**config.mk**
```make
export PLATFORM = sky130hd
export DESIGN_NAME = boot_sequencer
export DESIGN_NICKNAME = d
export VERILOG_FILES = /design/src/rtl/boot_ctrl_pkg.sv /design/src/rtl/gap_timer.sv /design/src/rtl/boot_sequencer.sv
export SDC_FILE = /design/constraint.sdc
export NUM_CORES = 1
export LEC_CHECK = 0
export ABC_AREA = 1
export BUFFER_PORTS_ARGS = -buffer_cell sky130_fd_sc_hd__buf_2
export CAP_MARGIN = 20
export CORE_MARGIN = 4
export CORE_UTILIZATION = 45
export CTS_BUF_LIST = sky130_fd_sc_hd__clkbuf_16
export DETAILED_ROUTE_END_ITERATION = 6
export GPL_TIMING_DRIVEN = 0
export PLACE_DENSITY = 0.76
export SYNTH_ARGS = -nofsm -noshare
export SYNTH_HDL_FRONTEND = slang
export SYNTH_SLANG_ARGS = --single-unit
```
**constraint.sdc**
```tcl
create_clock -name clk -period 4.3 [get_ports clk]
set_input_delay 1.075 -clock clk [delete_from_list [all_inputs] [get_ports clk]]
set_output_delay 1.075 -clock clk [all_outputs]
set_load 0.02 [all_outputs]
```
**src/rtl/boot_ctrl_pkg.sv**
```systemverilog
`default_nettype none
// ------------------------------------------------------------------
// boot_ctrl_pkg : shared state encoding and UART status bytes
// Rev 1.0
// ------------------------------------------------------------------
package boot_ctrl_pkg;

  typedef enum logic [2:0] {
    IDLE    = 3'd0,
    LOADING = 3'd1,
    ACK_TX  = 3'd2,
    CNT_TX  = 3'd3,
    HOLD    = 3'd4,
    RUN     = 3'd5,
    ERR_TX  = 3'd6,
    ERROR   = 3'd7
  } boot_state_t;

  localparam logic [7:0] ACK_BYTE = 8'hA5;
  localparam logic [7:0] ERR_BYTE = 8'hEE;

endpackage
`default_nettype wire

```
**src/rtl/gap_timer.sv**
```systemverilog
`default_nettype none
// ------------------------------------------------------------------
// gap_timer : counts cycles since the last clear, flags the last slot
// Rev 1.0
// ------------------------------------------------------------------
module gap_timer #(
  parameter int TIMEOUT_CYC = 100000
) (
  input  logic clk,
  input  logic arst_n,
  input  logic clear,
  input  logic tick,
  output logic expired
);

  localparam int c_CW = (TIMEOUT_CYC > 1) ? $clog2(TIMEOUT_CYC) : 1;
  localparam logic [c_CW-1:0] c_LAST = c_CW'(TIMEOUT_CYC - 1);

  logic [c_CW-1:0] r_count;

  // Parks on the last value so a stalled caller never sees a wrap.
  always_ff @(posedge clk or negedge arst_n) begin
    if (!arst_n) begin
      r_count <= '0;
    end else if (clear) begin
      r_count <= '0;
    end else if (tick && (r_count != c_LAST)) begin
      r_count <= r_count + c_CW'(1);
    end
  end

  assign expired = (r_count == c_LAST);

endmodule
`default_nettype wire

```
**src/rtl/boot_sequencer.sv**
```systemverilog
`default_nettype none
// ------------------------------------------------------------------
// boot_sequencer : holds the core in reset during UART program load,
//                  arbitrates the program-memory port, reports status
// Rev 1.0
// ------------------------------------------------------------------
module boot_sequencer
  import boot_ctrl_pkg::*;
#(
  parameter int DATA_WIDTH  = 32,
  parameter int ADDR_WIDTH  = 10,
  parameter int TIMEOUT_CYC = 100000,
  parameter int RST_HOLD    = 16
) (
  input  logic                  clk,
  input  logic                  arst_n,
  input  logic                  rx_done,
  input  logic                  ld_inst_rdy,
  input  logic [ADDR_WIDTH-1:0] ld_wr_addr,
  input  logic [DATA_WIDTH-1:0] ld_data,
  input  logic                  ld_prog_rdy,
  output logic                  ld_rst_n,
  input  logic                  cpu_rd_en,
  input  logic [ADDR_WIDTH-1:0] cpu_rd_addr,
  output logic                  mem_we,
  output logic                  mem_re,
  output logic [ADDR_WIDTH-1:0] mem_addr,
  output logic [DATA_WIDTH-1:0] mem_wdata,
  output logic                  cpu_rst_n,
  output logic                  tx_start,
  output logic [7:0]            tx_data,
  input  logic                  tx_busy,
  input  logic                  reload_req,
  output logic [ADDR_WIDTH-1:0] inst_count,
  output logic [2:0]            boot_state,
  output logic                  load_err
);

  localparam int c_HOLD_W = $clog2(RST_HOLD + 1);
  localparam logic [c_HOLD_W-1:0]   c_HOLD_LAST = c_HOLD_W'(RST_HOLD - 1);
  localparam logic [ADDR_WIDTH-1:0] c_COUNT_MAX = '1;

  boot_state_t         r_state;
  logic [c_HOLD_W-1:0] r_hold_cnt;
  logic                r_busy_seen;
  logic                w_timer_clr;
  logic                w_timeout;

  assign w_timer_clr = (r_state != LOADING) || rx_done || reload_req;

  gap_timer #(
    .TIMEOUT_CYC (TIMEOUT_CYC)
  ) u_gap_timer (
    .clk     (clk),
    .arst_n  (arst_n),
    .clear   (w_timer_clr),
    .tick    (r_state == LOADING),
    .expired (w_timeout)
  );

  assign boot_state = r_state;
  assign mem_we     = (r_state == LOADING) && ld_inst_rdy;
  assign mem_re     = (r_state == RUN) && cpu_rd_en;
  assign mem_addr   = (r_state == RUN) ? cpu_rd_addr : ld_wr_addr;
  assign mem_wdata  = ld_data;

  always_ff @(posedge clk or negedge arst_n) begin
    if (!arst_n) begin
      r_state     <= IDLE;
      cpu_rst_n   <= 1'b0;
      ld_rst_n    <= 1'b1;
      tx_start    <= 1'b0;
      tx_data     <= '0;
      inst_count  <= '0;
      load_err    <= 1'b0;
      r_hold_cnt  <= '0;
      r_busy_seen <= 1'b0;
    end else begin
      tx_start <= 1'b0;
      ld_rst_n <= 1'b1;
      if (reload_req) begin
        // Overrides every state, including a byte still waiting for the UART.
        ld_rst_n <= 1'b0;
        if (r_state != IDLE) begin
          r_state    <= IDLE;
          cpu_rst_n  <= 1'b0;
          inst_count <= '0;
          load_err   <= 1'b0;
        end
      end else begin
        case (r_state)
          IDLE: begin
            cpu_rst_n <= 1'b0;
            if (rx_done) r_state <= LOADING;
          end
          LOADING: begin
            if (ld_inst_rdy && (inst_count != c_COUNT_MAX))
              inst_count <= inst_count + ADDR_WIDTH'(1);
            if (ld_prog_rdy) begin
              r_state <= ACK_TX;
            end else if (w_timeout) begin
              load_err <= 1'b1;
              r_state  <= ERR_TX;
            end
          end
          ACK_TX: begin
            if (!tx_busy) begin
              tx_start    <= 1'b1;
              tx_data     <= ACK_BYTE;
              r_busy_seen <= 1'b0;
              r_state     <= CNT_TX;
            end
          end
          CNT_TX: begin
            // Wait for the ACK byte to start and finish before queuing the count.
            if (!r_busy_seen) begin
              r_busy_seen <= tx_busy;
            end else if (!tx_busy) begin
              tx_start   <= 1'b1;
              tx_data    <= 8'(inst_count);
              r_hold_cnt <= '0;
              r_state    <= HOLD;
            end
          end
          HOLD: begin
            if (r_hold_cnt == c_HOLD_LAST) begin
              cpu_rst_n <= 1'b1;
              r_state   <= RUN;
            end else begin
              r_hold_cnt <= r_hold_cnt + c_HOLD_W'(1);
            end
          end
          RUN: begin
          end
          ERR_TX: begin
            if (!tx_busy) begin
              tx_start <= 1'b1;
              tx_data  <= ERR_BYTE;
              r_state  <= ERROR;
            end
          end
          ERROR: begin
            cpu_rst_n <= 1'b0;
          end
          default: r_state <= IDLE;
        endcase
      end
    end
  end

endmodule
`default_nettype wire

```
==> results.md <==
* Run status: completed
* Fraction of the cycle the final worst path needs at ~67%
* Number of clock buffers inserted by TritonCTS at 5
* Clock Tree Root: sky130_fd_sc_hd__clkbuf_16
* Length of the first detailed-routing pass in iterations at 4
* Fraction of final layout cells sized beyond drive strength 1 at between 30% and 40%
* Clk buf depth at 2
* Crit path capture type: primary output
* Post-route design area at 4040 sq um
* Setup slack of the most critical reg-to-reg path at 2.50 ns
* Wire length reported by the detailed router at approximately 8300 um
* Max-cap violation count at 0
* Post-route clock skew at 0.00436 ns
* First-pass GRT wire length at roughly 14,000 um
* Count of buffers inserted at the top-level ports at 95
* Slowest cell on crit path: sky130_fd_sc_hd__dfrtp_1
* Worst Path Arrival at 1.79 ns
* Detail Placement HPWL at ~6500 um
* Sequential share of the synthesized area at 36.6%
* Number of vias in the routed layout at about 3,200
* Count of pins over their slew limit at 0
* Die Footprint at around 8700 sq um
* R2r worst-path depth at 11
* Min-Delay Path Depth at 2
* Critical path origin: boot_state[2]
* Transition time at the pin with the least slew margin at between 0.4 and 0.5 ns
* Launch instance of the worst register-to-register path: r_hold_cnt[0]
* NumNets Final at about 620
* Area taken by multi-input logic gates at roughly 1500 sq um
* Crit Path Class: reg2out
* Reg2reg end: boot_state[1]
* Post CTS Setup Buffer Count at 0
* Antenna diode count at 0
* Fin crit period at about 2.9 ns
* Fill cells at roughly 630
* Vias in the first global route at slightly above 3,000
* Mean post-synth cell area at about 7.2 sq um
* Launch instance of the worst min-delay path: tx_data[0]
* Hold Path Class: reg2reg
* Sequential standard cell area at 1200 sq um
* Instance count of the mapped netlist at ~450
* Count of standard-cell rows at 30
* Worst IR Drop VDD at between 0.0002 and 0.0003 V
* Slowest Stage Delay on Critical Path at about 0.45 ns
* Cts hold-fix bufs at 0
* Destination of the critical timing path: mem_addr[8]
* Number of antenna violations at the first check in global routing at 0
* Clock latency on the worst-skew pair at around 0.28 ns
* Type of origin of the critical path: flip-flop
* Mapped Nets at about 520
* Routed length per placed instance at ~13 um
* Achievable Freq at approximately 350 MHz
* Number of register bits inferred by synthesis at between 40 and 50
* Number of instances resized during post-cts repair at 0
* Final weighted congestion in routability-driven placement at 0.909
* Violation count after the first detailed-route iteration at 190
* Core Box Area at between 6000 and 7000 sq um
* Die extent in x at between 90 and 100 um
* Area of the mapped netlist at 3290 sq um
* Global Route Usage Sum at around a fifth
* Count of H-tree levels built during CTS at 2
* Final-report hold violation count at 0
* Final total negative setup slack at 0 ns
* Headroom to the max-slew limit at just under 70%
* Clock tree from TritonCTS: yes
* Total power per unit cell area at 393 nW/um^2
* Number of sinks on the clock net at 48
* Detailed-route vias per instance at around 5
* Library cells used by synthesis at 34
* Placed instance area at about 3900 sq um
* Initial Util at a little under half
* Chip height at around 93 um
* Critical path data required time at 3.22 ns
* Number of I/O pins at approximately 130
* Final setup viols at 0
* Setup repair after global routing missed its margin: no
* Number of nets still failing antenna checks after routing at 0
* DRC violations left at 0
* Largest fanout on the critical path at 10
* Yosys warnings at 0
* Leakage component of the power at 2.21 nW
* Synth-to-Final Area Change at 22.9%
* Largest net degree at the start of global routing at between 40 and 50
* Reg clk slew, reported paths at ~0.060 ns
* Leftover overflow at the end of global routing at 0
* Chain of cells forming the critical path: buf_6, nand3_1, buf_4, mux2_2, buf_2
## flip-flops by register name, summed over array words and instances, names as in the netlist
| signal | count |
|---|---|
| u_gap_timer.r_count | 17 |
| inst_count | 10 |
| tx_data | 8 |
| r_hold_cnt | 5 |
| boot_state | 3 |
| cpu_rst_n | 1 |
| ld_rst_n | 1 |
| load_err | 1 |
| r_busy_seen | 1 |
| tx_start | 1 |
## synth_stat cells
| library cell | number | share of area (%) |
|---|---|---|
| sky130_fd_sc_hd__nand2_2 | 4 | 0.76 |
| sky130_fd_sc_hd__nand4_1 | 11 | 2.1 |
| sky130_fd_sc_hd__nor3_1 | 6 | 0.91 |
| sky130_fd_sc_hd__xnor2_1 | 1 | 0.27 |
| sky130_fd_sc_hd__buf_2 | 3 | 0.46 |
| sky130_fd_sc_hd__o21ai_0 | 9 | 1.4 |
| sky130_fd_sc_hd__nor2_1 | 55 | 6.3 |
| sky130_fd_sc_hd__nor2_2 | 2 | 0.38 |
| sky130_fd_sc_hd__nand2_1 | 128 | 15 |
| sky130_fd_sc_hd__o21bai_1 | 2 | 0.46 |
| sky130_fd_sc_hd__o211ai_1 | 1 | 0.23 |
| sky130_fd_sc_hd__mux2_2 | 10 | 3.4 |
| sky130_fd_sc_hd__nor2_4 | 4 | 1.4 |
| sky130_fd_sc_hd__buf_6 | 6 | 2.1 |
| sky130_fd_sc_hd__nand3_1 | 40 | 6.1 |
| sky130_fd_sc_hd__o21ai_1 | 4 | 0.61 |
| sky130_fd_sc_hd__inv_1 | 50 | 5.7 |
| sky130_fd_sc_hd__dfrtp_1 | 47 | 36 |
| sky130_fd_sc_hd__and3_1 | 1 | 0.19 |
| sky130_fd_sc_hd__inv_2 | 3 | 0.34 |
| sky130_fd_sc_hd__dfstp_2 | 1 | 0.80 |
| sky130_fd_sc_hd__ha_1 | 4 | 1.5 |
| sky130_fd_sc_hd__nand3_2 | 2 | 0.61 |
| sky130_fd_sc_hd__xor2_1 | 5 | 1.3 |
| sky130_fd_sc_hd__a21oi_1 | 7 | 1.1 |
| sky130_fd_sc_hd__o21ai_2 | 6 | 1.6 |
| sky130_fd_sc_hd__nand3_4 | 1 | 0.53 |
| sky130_fd_sc_hd__buf_4 | 34 | 7.8 |
| sky130_fd_sc_hd__or2_2 | 2 | 0.38 |
| sky130_fd_sc_hd__clkbuf_1 | 1 | 0.11 |
| sky130_fd_sc_hd__nor3b_1 | 1 | 0.23 |
| sky130_fd_sc_hd__a22oi_1 | 1 | 0.23 |
| sky130_fd_sc_hd__a211oi_1 | 1 | 0.23 |
| sky130_fd_sc_hd__o21a_1 | 1 | 0.23 |
## through the flow
stage / util [%] / hold slack, ns / setup slack, ns / instances / power [mW]
finish: 58.2 / 0.476 / 1.43 / 654 / 1.59
global route: 58.2 / 0.501 / 1.35 / 654 / 1.70
CTS: 57.9 / 0.478 / 1.42 / 653 / 1.60
detailed placement: 55.9 / 0.460 / 1.64 / 645 / 1.22
global placement: 55.9 / 0.459 / 1.64 / 645 / 1.20
floorplan: - / 0.453 / 1.84 / 454 / 1.04
## routing by layer
metal,GRT usage (%),routed length (um)
met5,0,0
met4,4.76,69
met3,3.06,467
met2,33.9,4110
met1,25.6,3640
## placed cells by master, fill, tap and decap left out, drive strengths merged
| master | Yosys | layout |
|---|---|---|
| buf | 43 | 139 |
| nand2 | 132 | 132 |
| nor2 | 61 | 61 |
| inv | 53 | 55 |
| dfrtp | 47 | 47 |
| nand3 | 43 | 43 |
| o21ai | 19 | 19 |
| nand4 | 11 | 11 |
| mux2 | 10 | 10 |
| a21oi | 7 | 7 |
| nor3 | 6 | 6 |
| clkbuf | 1 | 6 |
| xor2 | 5 | 5 |
| ha | 4 | 4 |
| o21bai | 2 | 2 |
| or2 | 2 | 2 |
| and3 | 1 | 1 |
| a22oi | 1 | 1 |
| o21a | 1 | 1 |
| a211oi | 1 | 1 |
| o211ai | 1 | 1 |
| xnor2 | 1 | 1 |
| nor3b | 1 | 1 |
| clkinv | 0 | 1 |
| dfstp | 1 | 1 |
## cells by family after synthesis
family	Yosys count	synth area share, %
AO/OA/AOI/OAI	32	6.01
XOR/XNOR	6	1.60
multiplexers	10	3.42
buffers and inverters	97	16.4
adder cells (fa/ha/maj)	4	1.52
AND/OR/NAND/NOR	257	34.4
flip-flops	48	36.6
## where the power goes
group | internal [mW] | switching, mW
clock | 0.210 | 0.161
sequential | 0.516 | 0.0573
combinational | 0.231 | 0.414
## worst max-delay path: cells and delay by family, from the launching register on
family / cells / cell delay (ns)
buffers and inverters: 3 / 0.55
DFF: 1 / 0.45
muxes: 1 / 0.35
and+or+nand+nor: 1 / 0.15
## cell type report
class	instances	area share, %
multi-input combinational	309	38.2
sequential	48	29.8
timing repair buffer	96	12.3
buffer	44	8.45
inverter	53	4.92
clock buffer	5	3.10
tap	96	2.97
clock inverter	3	0.279
## worst min-delay path by stage
stage                                to  slack, ns
after floorplan           r_hold_cnt[4]       0.45
after global placement       tx_data[0]       0.46
after detailed placement     tx_data[0]       0.46
after CTS                    tx_data[0]       0.48
after global routing         tx_data[3]       0.50
final                        tx_data[0]       0.48
Power figures use the tool's default switching activity.
